`config.mk`:
```
export PLATFORM = sky130hd
export DESIGN_NAME = dmi_master
export DESIGN_NICKNAME = d
export VERILOG_FILES = /design/src/rtl/dmi_master_pkg.sv /design/src/rtl/dmi_master_timeout_counter.sv /design/src/rtl/dmi_master.sv
export SDC_FILE = /design/constraint.sdc
export NUM_CORES = 1
export LEC_CHECK = 0
export CORE_MARGIN = 2
export CORE_UTILIZATION = 38
export DETAILED_ROUTE_END_ITERATION = 10
export MAX_ROUTING_LAYER = met4
export PLACE_DENSITY = 0.77
export SYNTH_ARGS = -nofsm -noshare
export SYNTH_HDL_FRONTEND = slang
export SYNTH_SLANG_ARGS = --single-unit
```
`constraint.sdc`:
```
create_clock -name io_debug_clk -period 1.65 [get_ports io_debug_clk]
set_input_delay 0.33 -clock io_debug_clk [delete_from_list [all_inputs] [get_ports io_debug_clk]]
set_output_delay 0.33 -clock io_debug_clk [all_outputs]
set_load 0.03 [all_outputs]
```
`src/rtl/dmi_master_pkg.sv`:
```
// Shared encodings for the DMI master: DMI op/resp codes, host status codes, FSM states.
package dmi_master_pkg;

   typedef enum logic [1:0] {
      DMI_OP_NOP   = 2'd0,
      DMI_OP_READ  = 2'd1,
      DMI_OP_WRITE = 2'd2,
      DMI_OP_RSVD  = 2'd3
   } dmi_op_e;

   typedef enum logic [1:0] {
      DMI_RESP_OK     = 2'd0,
      DMI_RESP_RSVD   = 2'd1,
      DMI_RESP_FAILED = 2'd2,
      DMI_RESP_BUSY   = 2'd3
   } dmi_resp_e;

   typedef enum logic [1:0] {
      STATUS_OK       = 2'd0,
      STATUS_TIMEOUT  = 2'd1,
      STATUS_FAILED   = 2'd2,
      STATUS_BUSY_EXH = 2'd3
   } rsp_status_e;

   typedef enum logic [1:0] {
      S_IDLE = 2'd0,
      S_REQ  = 2'd1,
      S_WAIT = 2'd2,
      S_DONE = 2'd3
   } state_e;

   // Terminal DMI response to host status; the reserved code 1 is reported as a failure.
   function automatic logic [1:0] resp_to_status(input logic [1:0] resp);
      case (resp)
         DMI_RESP_OK:   resp_to_status = STATUS_OK;
         DMI_RESP_BUSY: resp_to_status = STATUS_BUSY_EXH;
         default:       resp_to_status = STATUS_FAILED;
      endcase
   endfunction

endpackage

```
`src/rtl/dmi_master_timeout_counter.sv`:
```
// Per-attempt response timeout: up-counter cleared on each request handshake,
// saturating at TIMEOUT_CYCLES-1 where expire is raised.
module dmi_timeout_counter #(
   parameter int TIMEOUT_CYCLES = 1024
) (
   input  logic clk,
   input  logic rst_n,
   input  logic clear,
   input  logic enable,
   output logic expire
);
   localparam int CW = $clog2(TIMEOUT_CYCLES);

   logic [CW-1:0] count;

   assign expire = (count == CW'(TIMEOUT_CYCLES - 1));

   always_ff @(posedge clk or negedge rst_n) begin
      if (!rst_n) begin
         count <= '0;
      end else if (clear) begin
         count <= '0;
      end else if (enable && !expire) begin
         count <= count + 1'b1;
      end
   end

endmodule

```
`src/rtl/dmi_master.sv`:
```
// Host-command to DMI bridge: one outstanding DMI transaction with busy retry,
// per-attempt timeout and silent disposal of responses that arrive after a timeout.
//
//   state  | meaning
//   IDLE   | ready for a host command
//   REQ    | DMI request presented, waiting for dmi_req_ready
//   WAIT   | waiting for the DMI response (timeout running)
//   DONE   | result presented to host, waiting for rsp_ready
module dmi_master
   import dmi_master_pkg::*;
#(
   parameter int ADDR_W         = 7,
   parameter int TIMEOUT_CYCLES = 1024,
   parameter int MAX_RETRY      = 4
) (
   input  logic              io_debug_clk,
   input  logic              io_debug_rstn,
   input  logic              cmd_valid,
   output logic              cmd_ready,
   input  logic [1:0]        cmd_op,
   input  logic [ADDR_W-1:0] cmd_addr,
   input  logic [31:0]       cmd_wdata,
   output logic              rsp_valid,
   input  logic              rsp_ready,
   output logic [31:0]       rsp_data,
   output logic [1:0]        rsp_status,
   output logic              dmi_req_valid,
   input  logic              dmi_req_ready,
   output logic [ADDR_W-1:0] dmi_req_bits_addr,
   output logic [31:0]       dmi_req_bits_data,
   output logic [1:0]        dmi_req_bits_op,
   input  logic              dmi_resp_valid,
   output logic              dmi_resp_ready,
   input  logic [31:0]       dmi_resp_bits_data,
   input  logic [1:0]        dmi_resp_bits_resp
);
   localparam int RW = $clog2(MAX_RETRY + 2);

   state_e          state, state_nxt;
   logic            alive;
   logic            drop_q;
   logic [RW-1:0]   retry_q;
   logic            cmd_hs, req_hs, resp_take, retry_now, expire, tmo;

   assign cmd_ready      = (state == S_IDLE) && alive;
   assign dmi_req_valid  = (state == S_REQ);
   assign dmi_resp_ready = (state == S_WAIT) || drop_q;
   assign rsp_valid      = (state == S_DONE);

   assign cmd_hs    = cmd_valid && cmd_ready;
   assign req_hs    = dmi_req_valid && dmi_req_ready;
   // While a stale response is owed, the next response seen belongs to the abandoned attempt.
   assign resp_take = (state == S_WAIT) && dmi_resp_valid && !drop_q;
   assign retry_now = (dmi_resp_bits_resp == DMI_RESP_BUSY) && (retry_q < RW'(MAX_RETRY));
   assign tmo       = (state == S_WAIT) && !resp_take && expire;

   dmi_timeout_counter #(.TIMEOUT_CYCLES(TIMEOUT_CYCLES)) u_tmo (
      .clk    (io_debug_clk),
      .rst_n  (io_debug_rstn),
      .clear  (req_hs),
      .enable ((state == S_WAIT) && !resp_take),
      .expire (expire)
   );

   always_ff @(posedge io_debug_clk or negedge io_debug_rstn) begin
      if (!io_debug_rstn) begin
         state <= S_IDLE;
         alive <= 1'b0;
      end else begin
         state <= state_nxt;
         alive <= 1'b1;
      end
   end

   always_comb begin
      state_nxt = state;
      case (state)
         S_IDLE: if (cmd_hs) state_nxt = (cmd_op == DMI_OP_RSVD) ? S_DONE : S_REQ;
         S_REQ:  if (dmi_req_ready) state_nxt = S_WAIT;
         S_WAIT: begin
            if (resp_take)  state_nxt = retry_now ? S_REQ : S_DONE;
            else if (tmo)   state_nxt = S_DONE;
         end
         S_DONE: if (rsp_ready) state_nxt = S_IDLE;
         default: state_nxt = S_IDLE;
      endcase
   end

   always_ff @(posedge io_debug_clk or negedge io_debug_rstn) begin
      if (!io_debug_rstn) begin
         dmi_req_bits_op   <= '0;
         dmi_req_bits_addr <= '0;
         dmi_req_bits_data <= '0;
         retry_q           <= '0;
         rsp_data          <= '0;
         rsp_status        <= '0;
         drop_q            <= 1'b0;
      end else begin
         if (cmd_hs) begin
            dmi_req_bits_op   <= cmd_op;
            dmi_req_bits_addr <= cmd_addr;
            dmi_req_bits_data <= cmd_wdata;
            retry_q           <= '0;
            if (cmd_op == DMI_OP_RSVD) begin
               rsp_data   <= '0;
               rsp_status <= STATUS_FAILED;
            end
         end
         if (resp_take) begin
            if (retry_now) begin
               retry_q <= retry_q + 1'b1;
            end else begin
               rsp_data   <= dmi_resp_bits_data;
               rsp_status <= resp_to_status(dmi_resp_bits_resp);
            end
         end
         if (drop_q && dmi_resp_valid) drop_q <= 1'b0;
         if (tmo) begin
            rsp_data   <= '0;
            rsp_status <= STATUS_TIMEOUT;
            drop_q     <= 1'b1;
         end
      end
   end

endmodule
```
Word-level counts from Yosys, hierarchy flattened

Index checks and enable logic that the tools add are counted.
W data, S select, Z words.

Register bits: 92
Latch bits: 0
Bits in writable memories: 0
ROM bits: 0
Input bits: 81
Output and inout port bits: 79
Word-level logic and storage cells: 68
Memories kept: 0

Add/subtract/negate cells: 2
Multiply operators: 0
Div/mod/pow operators: 0
$lt $le $gt $ge: 1
Eq/ne operators: 10
Shift operators: 0
Muxes and demuxes: 26
Bitwise logic cells: 0
Reductions and logical operators: 19

Operators by type and width:

| cell                    | count |
|---|---|
| $mux W32                | 5 |
| $mux W2                 | 12 |
| $mux W10                | 2 |
| $add A10 B1 Y10 const B | 1 |
| $eq A10 B10 Y1 const B  | 1 |
| $logic_and A1 B1 Y1     | 10 |
| $mux W3                 | 3 |
| $eq A2 B2 Y1 const B    | 4 |
| $pmux W2 S4             | 1 |
| $logic_not A2 Y1        | 2 |
| $ne A2 B1 Y1 const B    | 2 |
| $pmux W2 S2             | 1 |
| $reduce_and A4 Y1       | 1 |
| $reduce_bool A2 Y1      | 2 |
| $add A3 B1 Y3 const B   | 1 |
| $logic_not A1 Y1        | 3 |
| $lt A3 B3 Y1 const B    | 1 |
| $ne A3 B3 Y1 const B    | 1 |
| $eq A2 B1 Y1 const B    | 1 |
| $mux W1                 | 2 |
| $ne A2 B2 Y1 const B    | 1 |
| $logic_or A1 B1 Y1      | 1 |

Longest topological paths before layout

Gate-level depths: netlist of the first run.

Depth in word-level cells: 9
Gate-level depth with buffers: 7
Gate-level depth less buffers: 5

Modules after synthesis

A second synthesis of the first run with hierarchy kept.

Cells, all modules: 315
Area total of the unflattened synthesis: 4150.2 µm²

Modules (own cells, without submodules):

| module              | times used | cells an instance | area an instance (µm²) | seq. area each (µm²) |
|---|---|---|---|---|
| dmi_master          | 1          | 259               | 3575.9                 | 2052.0 |
| dmi_timeout_counter | 1          | 56                | 574.3                  | 250.2 |

Worst setup path after synthesis of the first run

OpenSTA, ideal clock, no wires.

Kind: reg-to-reg
Start: register state[1]
End: register dmi_req_bits_addr[0]
Setup time: 0.117 ns
Arrival time: 1.955 ns
Data required time: 1.533 ns
Path slack: -0.422 ns
Cell stages (with the launch flop): 7
Buffers on the path: 2
Clock period less this slack: 2.072 ns
Path through: dfrtp_1 > buf_4 > nor3b_1 > nand2_1 > clkbuf_1 > nand2_1 > nand2_1

Cells in the longest elaborated chain, start to end: 3

RTL lines:

| element                | RTL line          | source |
|---|---|---|
| start, declared        | dmi_master.sv:39  | `state_e state, state_nxt;` |
| start signal, assigned | dmi_master.sv:70  | `state <= state_nxt;` |
| $logic_not A2 Y1       | dmi_master.sv:45  | `assign cmd_ready = (state == S_IDLE) && alive;` |
| $logic_and A1 B1 Y1    | dmi_master.sv:45  |  |
| net cmd_ready          | dmi_master.sv:19  | `output logic cmd_ready,` |
| $logic_and A1 B1 Y1    | dmi_master.sv:50  | `assign cmd_hs = cmd_valid && cmd_ready;` |
| end signal, assigned   | dmi_master.sv:101 | `dmi_req_bits_addr <= cmd_addr;` |
| end, declared          | dmi_master.sv:29  | `output logic [ADDR_W-1:0] dmi_req_bits_addr,` |

The timed path passes the listed nets, and every way through them passes these cells.
A chain may end at the register's enable or synchronous reset.

Worst setup path after layout of the first run

Start: register u_tmo.count[0]
End: register rsp_data[0]

Cells in the longest elaborated chain, start to end: 3

RTL lines:

| element                | RTL line                         | source |
|---|---|---|
| start, declared        | dmi_master_timeout_counter.sv:14 | `logic [CW-1:0] count;` |
| start signal, assigned | dmi_master_timeout_counter.sv:24 | `count <= count + 1'b1;` |
| $eq A10 B10 Y1         | dmi_master_timeout_counter.sv:16 | `assign expire = (count == CW'(TIMEOUT_CYCLES - 1));` |
| $logic_and A1 B1 Y1    | dmi_master.sv:55                 | `assign tmo = (state == S_WAIT) && !resp_take && expire;` |
| $mux W32               | dmi_master.sv:118                | `if (tmo) begin` |
| end signal, assigned   | dmi_master.sv:113                | `rsp_data <= dmi_resp_bits_data;` |
| end, declared          | dmi_master.sv:25                 | `output logic [31:0] rsp_data,` |

Every way passes these cells.

==> results.py, run 1 <==
metrics = {
    "power": {
        "ir_drop_v": 0.000804,
        "switching_share_pct": 43.3,
        "switchingPower_w": 0.00494,
        "powerDensity_nw_per_um2": 1860,
        "p_int_w": 0.00647,
        "p_seq_share_pct": 33.3,
        "comb_power_share_pct": 51.7,
        "pwr-share-clk_pct": 14.9,
        "leakage_nw": 3.11,
    },
    "die": {
        "io_pins": 160,
        "die_h_um": 103,
        "start_util_pct": 38.6,
        "core_um2": 9640,
        "die-area_um2": 10600,
        "rows": 36,
        "die_w_um": 103,
    },
    "yosys": {
        "syn_area_um2": 3720,
        "syn-num-nets": 429,
        "synth_top_area_cell": "dfrtp_1",
        "synthTopCellsByArea": "dfrtp_1, nand2_1, a22o_1",
        "synth_cells": 346,
        "synth_warnings": 0,
        "synth_cell_types": 41,
        "ys_ff_latch": 92,
        "yosysSeqAreaShare_pct": 61.9,
        "synth_ff_type": "dfrtp_1",
        "synth.avg_cell_area_um2": 10.7,
        "synth_edf_count": 0,
        "synthArstFlopShare_pct": 100,
        "yosys.area.top_type_share_pct": 61.9,
    },
    "grt": {
        "overflow": 0,
        "grt_pass1_wl_mm": 16.6,
        "track_usage_pct": 20.6,
        "grt_pass1_vias": 3349,
        "antenna_found_initial": 0,
        "grt_max_degree": 93,
    },
    "drt": {
        "avgRoutedWirePerCell_um": 16.2,
        "remaining_drc_errors": 0,
        "vias_per_cell": 4.96,
        "drt_iter0_drc": 123,
        "wirelength_mm": 11.0,
        "dr.pass1.iters": 4,
        "drtAntennaViolNets": 0,
        "vias": 3380,
    },
    "sta": {
        "drv_slew": 0,
        "setup_slack_ns": -0.162,
        "fin_crit_ns": 1.81,
        "finalCritPeriodShare_pct": 110,
        "grt_setup_unrepaired": "true",
        "skew_ns": 0.0143,
        "hold_viol": 0,
        "slew-limit-headroom_pct": 64.4,
        "worst_pin_slew_ns": 0.534,
        "fmaxAchievable_ghz": 0.552,
        "setup_viol": 44,
    },
    "place": {
        "port_buffers": 159,
        "hpwl_mm": 7.11,
        "place_congestion": 0.814,
        "placed_area_um2": 5640,
        "pre_cts_ws_ns": -1.03,
    },
    "worst_setup_path": {
        "critPathLaunchType": "register",
        "worstPathMaxFanout": 6,
        "worstPathRequired_ns": 1.88,
        "worstSetupPathType": "register to register",
        "critPathCaptureType": "register",
        "r2r_slack_ns": -0.16,
        "crit_start": "u_tmo.count[0]$_DFFE_PN0P_",
        "cp_data_arrival_time_ns": 2.05,
        "r2r_start": "u_tmo.count[0]$_DFFE_PN0P_",
    },
    "run_status": {
        "failed_checks": "setup timing",
        "outcome": "finished with violations",
    },
    "layout": {
        "fin_nets": 626,
        "synthToLayoutAreaGrowth_pct": 65.3,
        "antenna_cells": 0,
        "drive_gt1_share_pct": 17.0,
        "fillers": 831,
        "final_cell_area_um2": 6150,
    },
    "clocking": {
        "cts_tree": "built",
        "cts_max_level": 3,
        "cts.path.max_buffers": 2,
        "cts.clk_slew.worst_paths_ns": 0.09,
        "root_buffer": "clkbuf_8",
        "clock_sinks": 92,
        "cts_made_buffers": 9,
        "cts-hold-fix-buffers": 0,
        "clk_latency_ns": 0.35,
    },
    "run": {
        "maxCapViolCount": 0,
    },
    "worst_hold_path": {
        "hp-class": "primary input to async pin",
    },
}
[layout make-up]
cell class | count | area, um2 | area share [%]
well taps | 133 | 166 | 2.71
repair buffers | 203 | 1960 | 31.9
multi-input cells | 234 | 1480 | 24.1
clock buffers | 9 | 124 | 2.02
flip-flops and latches | 92 | 2310 | 37.5
clock inverters | 7 | 98.8 | 1.61
inverters | 3 | 11.3 | 0.183
[registers in the layout, summed over array words and instances, names as in the netlist]
name and flops:
state 2, dmi_req_bits_data 32, alive 1, drop_q 1, u_tmo.count 10, rsp_status 2
rsp_data 32, retry_q 3, dmi_req_bits_op 2, dmi_req_bits_addr 7
[timing repair]
action | in CTS | in global routing
buffers inserted | 14 | 3
pin swaps | 11 | 7
endpoints found under the setup margin | 120 | 62
gates cloned | 2 | 0
hold endpoints to repair | 0 | 0
gates resized for setup | 99 | 21
[placed cells by master (no fill, tap or decap), drive strengths merged, types with 4 or more instances in the layout]
master and instances:
buf 48, clkdlybuf4s50 78, dlygate4sd2 75, nand2 141
nand3 4, a22o 32, o21ai 4, mux2i 7
dfrtp 92, inv 5, clkbuf 10
[cells by family (layout without fill, tap and decap cells)]
logic type                 count (synthesis)  after routing  synth area share (%)
AOI/OAI and AO/OA                         54             55                  12.9
other                                      1              1                 0.101
DFF                                       92             92                  61.9
muxes                                      7              7                  1.88
and+or+nand+nor                          168            168                  19.3
xor gates and xnor gates                   1              1                 0.236
buffers and inverters                     21            222                  2.96
adders and majority gates                  2              2                 0.673
[synthesized netlist by cell type, types with 2 or more instances]
| library cell | count |
|---|---|
| nand2_1 | 141 |
| dfrtp_1 | 92 |
| a22o_1 | 32 |
| clkbuf_1 | 11 |
| mux2i_1 | 7 |
| buf_4 | 4 |
| nand3_1 | 4 |
| o21ai_0 | 4 |
| a21oi_1 | 3 |
| and3_1 | 3 |
| inv_1 | 3 |
| nor2_1 | 3 |
| o31ai_1 | 3 |
| a211oi_1 | 2 |
| a311oi_2 | 2 |
| and2_1 | 2 |
| and4_1 | 2 |
| buf_6 | 2 |
| ha_1 | 2 |
| nor2b_1 | 2 |
| nor3_1 | 2 |
[worst max-delay path, stage by stage, from the launching register on]
cell and delay [ns]:
dfrtp_1 0.37, ha_2 0.19, and4_4 0.22, nor3b_4 0.28
buf_6 0.16, a311oi_4 0.11, buf_6 0.18, a22o_1 0.18
[path summary, 6_finish.rpt]
kind                            depth (start not counted)                                end
worst max-delay path                                    7              rsp_data[0]$_DFF_PN0_
worst min-delay path                                    2             rsp_data[20]$_DFF_PN0_
worst max register to register                          7              rsp_data[0]$_DFF_PN0_
worst min register to register                          2  dmi_req_bits_data[28]$_DFFE_PN0P_
max in group asynchronous                               2               state[0]$_DFFE_PN0P_
min in group io_debug_clk                               2                 drop_q$_DFFE_PN0P_
[routing by layer]
layer | part of all wire (%) | track usage [%] | vias up | wire length, um
li1 | - | - | 1570 | -
met4 | 1.7 | 6.78 | 0 | 189
met5 | 0 | - | - | 0
met3 | 7.3 | 4.54 | 17 | 802
met1 | 41 | 25.5 | 1637 | 4530
met2 | 50 | 33.8 | 156 | 5520
[power groups by stage]
stage	Clock [W]	Combinational (W)	Sequential, W
after floorplan	0	0.00153	0.00557
after global placement	0	0.00583	0.00384
after detailed placement	0	0.00600	0.00387
after CTS	0.00174	0.00578	0.00380
after global routing	0.00183	0.00629	0.00391
final	0.00170	0.00590	0.00380
[through the flow]
stage               utilization (%)  power, W  cells  hold slack [ns]  TNS (ns)
CTS                            62.7    0.0113    679           0.0311     -4.06
floorplan                         -   0.00710    346           0.0344     -2.54
global placement               58.5   0.00968    648            0.412    -35.42
global route                   63.8    0.0120    681           0.0447     -7.20
finish                         63.8    0.0114    681           0.0112     -4.67
detailed placement             58.5   0.00987    648            0.421    -39.62
No activity file was read; power rests on OpenSTA's default activity.
==> run 2: changes to the inputs <==
--- a/config.mk
+++ b/config.mk
@@ -5,11 +5,12 @@
 export SDC_FILE = /design/constraint.sdc
 export NUM_CORES = 1
 export LEC_CHECK = 0
-export CORE_MARGIN = 2
+export CORE_MARGIN = 1
 export CORE_UTILIZATION = 38
 export DETAILED_ROUTE_END_ITERATION = 10
 export MAX_ROUTING_LAYER = met4
 export PLACE_DENSITY = 0.77
+export SETUP_SLACK_MARGIN = 0.2
 export SYNTH_ARGS = -nofsm -noshare
 export SYNTH_HDL_FRONTEND = slang
 export SYNTH_SLANG_ARGS = --single-unit
==> run 2 against run 1 <==
  * Sequential share of layout area decreased by 3.1 points
  * Via count increased by 4.2%
  * The flow finishes with violations (hold timing, setup timing)
  * Register-to-register slack improved by 0.05 ns
==> results.py, run 2 (same netlist as run 1, synthesis figures left out) <==
metrics = {
    "drt": {
        "drt_iter0_drc": 92,
        "remaining_drc_errors": 0,
        "vias_per_cell": 5.04,
        "vias": 3523,
        "drtAntennaViolNets": 0,
        "avgRoutedWirePerCell_um": 17.7,
        "wirelength_mm": 12.4,
        "dr.pass1.iters": 4,
    },
    "worst_setup_path": {
        "critPathCaptureType": "register",
        "cp_data_arrival_time_ns": 2.01,
        "worstSetupPathType": "register to register",
        "r2r_start": "u_tmo.count[1]$_DFFE_PN0P_",
        "critPathLaunchType": "register",
        "crit_start": "u_tmo.count[1]$_DFFE_PN0P_",
        "worstPathMaxFanout": 3,
        "worstPathRequired_ns": 1.90,
    },
    "grt": {
        "grt_pass1_vias": 3531,
        "antenna_found_initial": 0,
        "grt_pass1_wl_mm": 17.9,
        "overflow": 0,
        "track_usage_pct": 23.7,
        "grt_max_degree": 93,
    },
    "power": {
        "ir_drop_v": 0.00122,
        "leakage_nw": 3.21,
        "powerDensity_nw_per_um2": 1850,
    },
    "place": {
        "hpwl_mm": 6.80,
        "port_buffers": 159,
        "dp_cells": 645,
        "placed_area_um2": 5710,
        "place_congestion": 0.842,
    },
    "die": {
        "die_h_um": 101,
        "io_pins": 160,
        "die_w_um": 101,
        "rows": 35,
        "core_um2": 9370,
        "die-area_um2": 10200,
        "start_util_pct": 39.7,
    },
    "run_status": {
        "outcome": "finished with violations",
        "failed_checks": "hold timing, setup timing",
    },
    "layout": {
        "fin_nets": 648,
        "final_cell_count_no_fill": 699,
        "synthToLayoutAreaGrowth_pct": 80.0,
        "fillers": 686,
        "final_common_cell": "dfrtp_1",
        "utilization_pct": 71.4,
        "final_cell_area_um2": 6690,
        "largestRegisters": "dmi_req_bits_data x32, rsp_data x32, u_tmo.count x10",
        "final_cell_mix": "dfrtp_1, nand2_1, clkdlybuf4s50_1",
        "antenna_cells": 0,
        "drive_gt1_share_pct": 43.7,
    },
    "sta": {
        "setup_slack_ns": -0.113,
        "skew_ns": 0.0134,
        "fin_tns_setup_ns": -4.53,
        "setup_viol": 80,
        "hold_viol": 1,
        "whs_ns": -0.000451,
        "fmaxAchievable_ghz": 0.567,
        "fin_crit_ns": 1.76,
        "finalCritPeriodShare_pct": 107,
        "drv_slew": 0,
        "grt_setup_unrepaired": "true",
    },
    "clocking": {
        "clk_latency_ns": 0.36,
        "cts-hold-fix-buffers": 0,
        "cts_made_buffers": 9,
        "clock_sinks": 92,
        "cts.clk_slew.worst_paths_ns": 0.10,
        "root_buffer": "clkbuf_8",
        "cts_tree": "built",
        "cts_max_level": 3,
        "cts.path.max_buffers": 2,
    },
    "run": {
        "maxCapViolCount": 0,
    },
    "worst_hold_path": {
        "hp-class": "primary input to async pin",
    },
}
## run 2: repair_timing
action                     4_1_cts  5_1_grt
buffers inserted                18       11
pin swaps                       32       31
resized for setup              228      138
setup endpoints to repair      168      144
cloned                           6        3
## run 2: layer usage
layer	global-route usage, %	routed length (um)
met3	4.37	692
met2	38.1	6210
met1	30.3	5230
met5	-	0
met4	7.80	246
## run 2: final timing paths
check	endpoint	slack, ns	cells past startpoint
worst min-delay path	dmi_req_bits_data[26]$_DFFE_PN0P_	-0.0005	2
max in group asynchronous	state[0]$_DFFE_PN0P_	1.25	2
worst max-delay path	u_tmo.count[1]$_DFFE_PN0P_	-0.11	7
worst min register to register	dmi_req_bits_data[29]$_DFFE_PN0P_	0.49	2
min in group io_debug_clk	dmi_req_bits_data[29]$_DFFE_PN0P_	0.49	2
worst max register to register	u_tmo.count[1]$_DFFE_PN0P_	-0.11	7
## run 2: cell type report
| class | count | area (um2) | area share (%) |
|---|---|---|---|
| Tap cell | 129 | 161 | 2.41 |
| Clock buffer | 9 | 124 | 1.85 |
| Clock inverter | 7 | 104 | 1.55 |
| Sequential cell | 92 | 2300 | 34.4 |
| Timing Repair Buffer | 226 | 2250 | 33.6 |
| Multi-Input combinational cell | 233 | 1740 | 26.0 |
| Inverter | 3 | 11.3 | 0.168 |
## run 2: critical path, cell delays in order, from the launching register on
cell      delay (ns)
dfrtp_1         0.41
ha_2            0.21
and4_4          0.15
buf_4           0.14
a311oi_4        0.31
buf_6           0.17
mux2i_1         0.19
nor2_1          0.06
## run 2: power breakdown
part / internal [W] / switching (W)
registers: 0.00325 / 0.000805
clock network: 0.000882 / 0.000880
logic: 0.00281 / 0.00373
total: 0.00694 / 0.00541
## run 2: stage by stage
step | power (W) | setup slack, ns | hold slack (ns)
2_1_floorplan | 0.00712 | -0.0359 | 0.0344
3_3_place_gp | 0.00970 | -0.368 | 0.415
3_5_place_dp | 0.00985 | -0.437 | 0.420
4_1_cts | 0.0119 | -0.0688 | 0.0273
5_1_grt | 0.0129 | -0.203 | 0.0469
6_report | 0.0123 | -0.113 | -0.000451
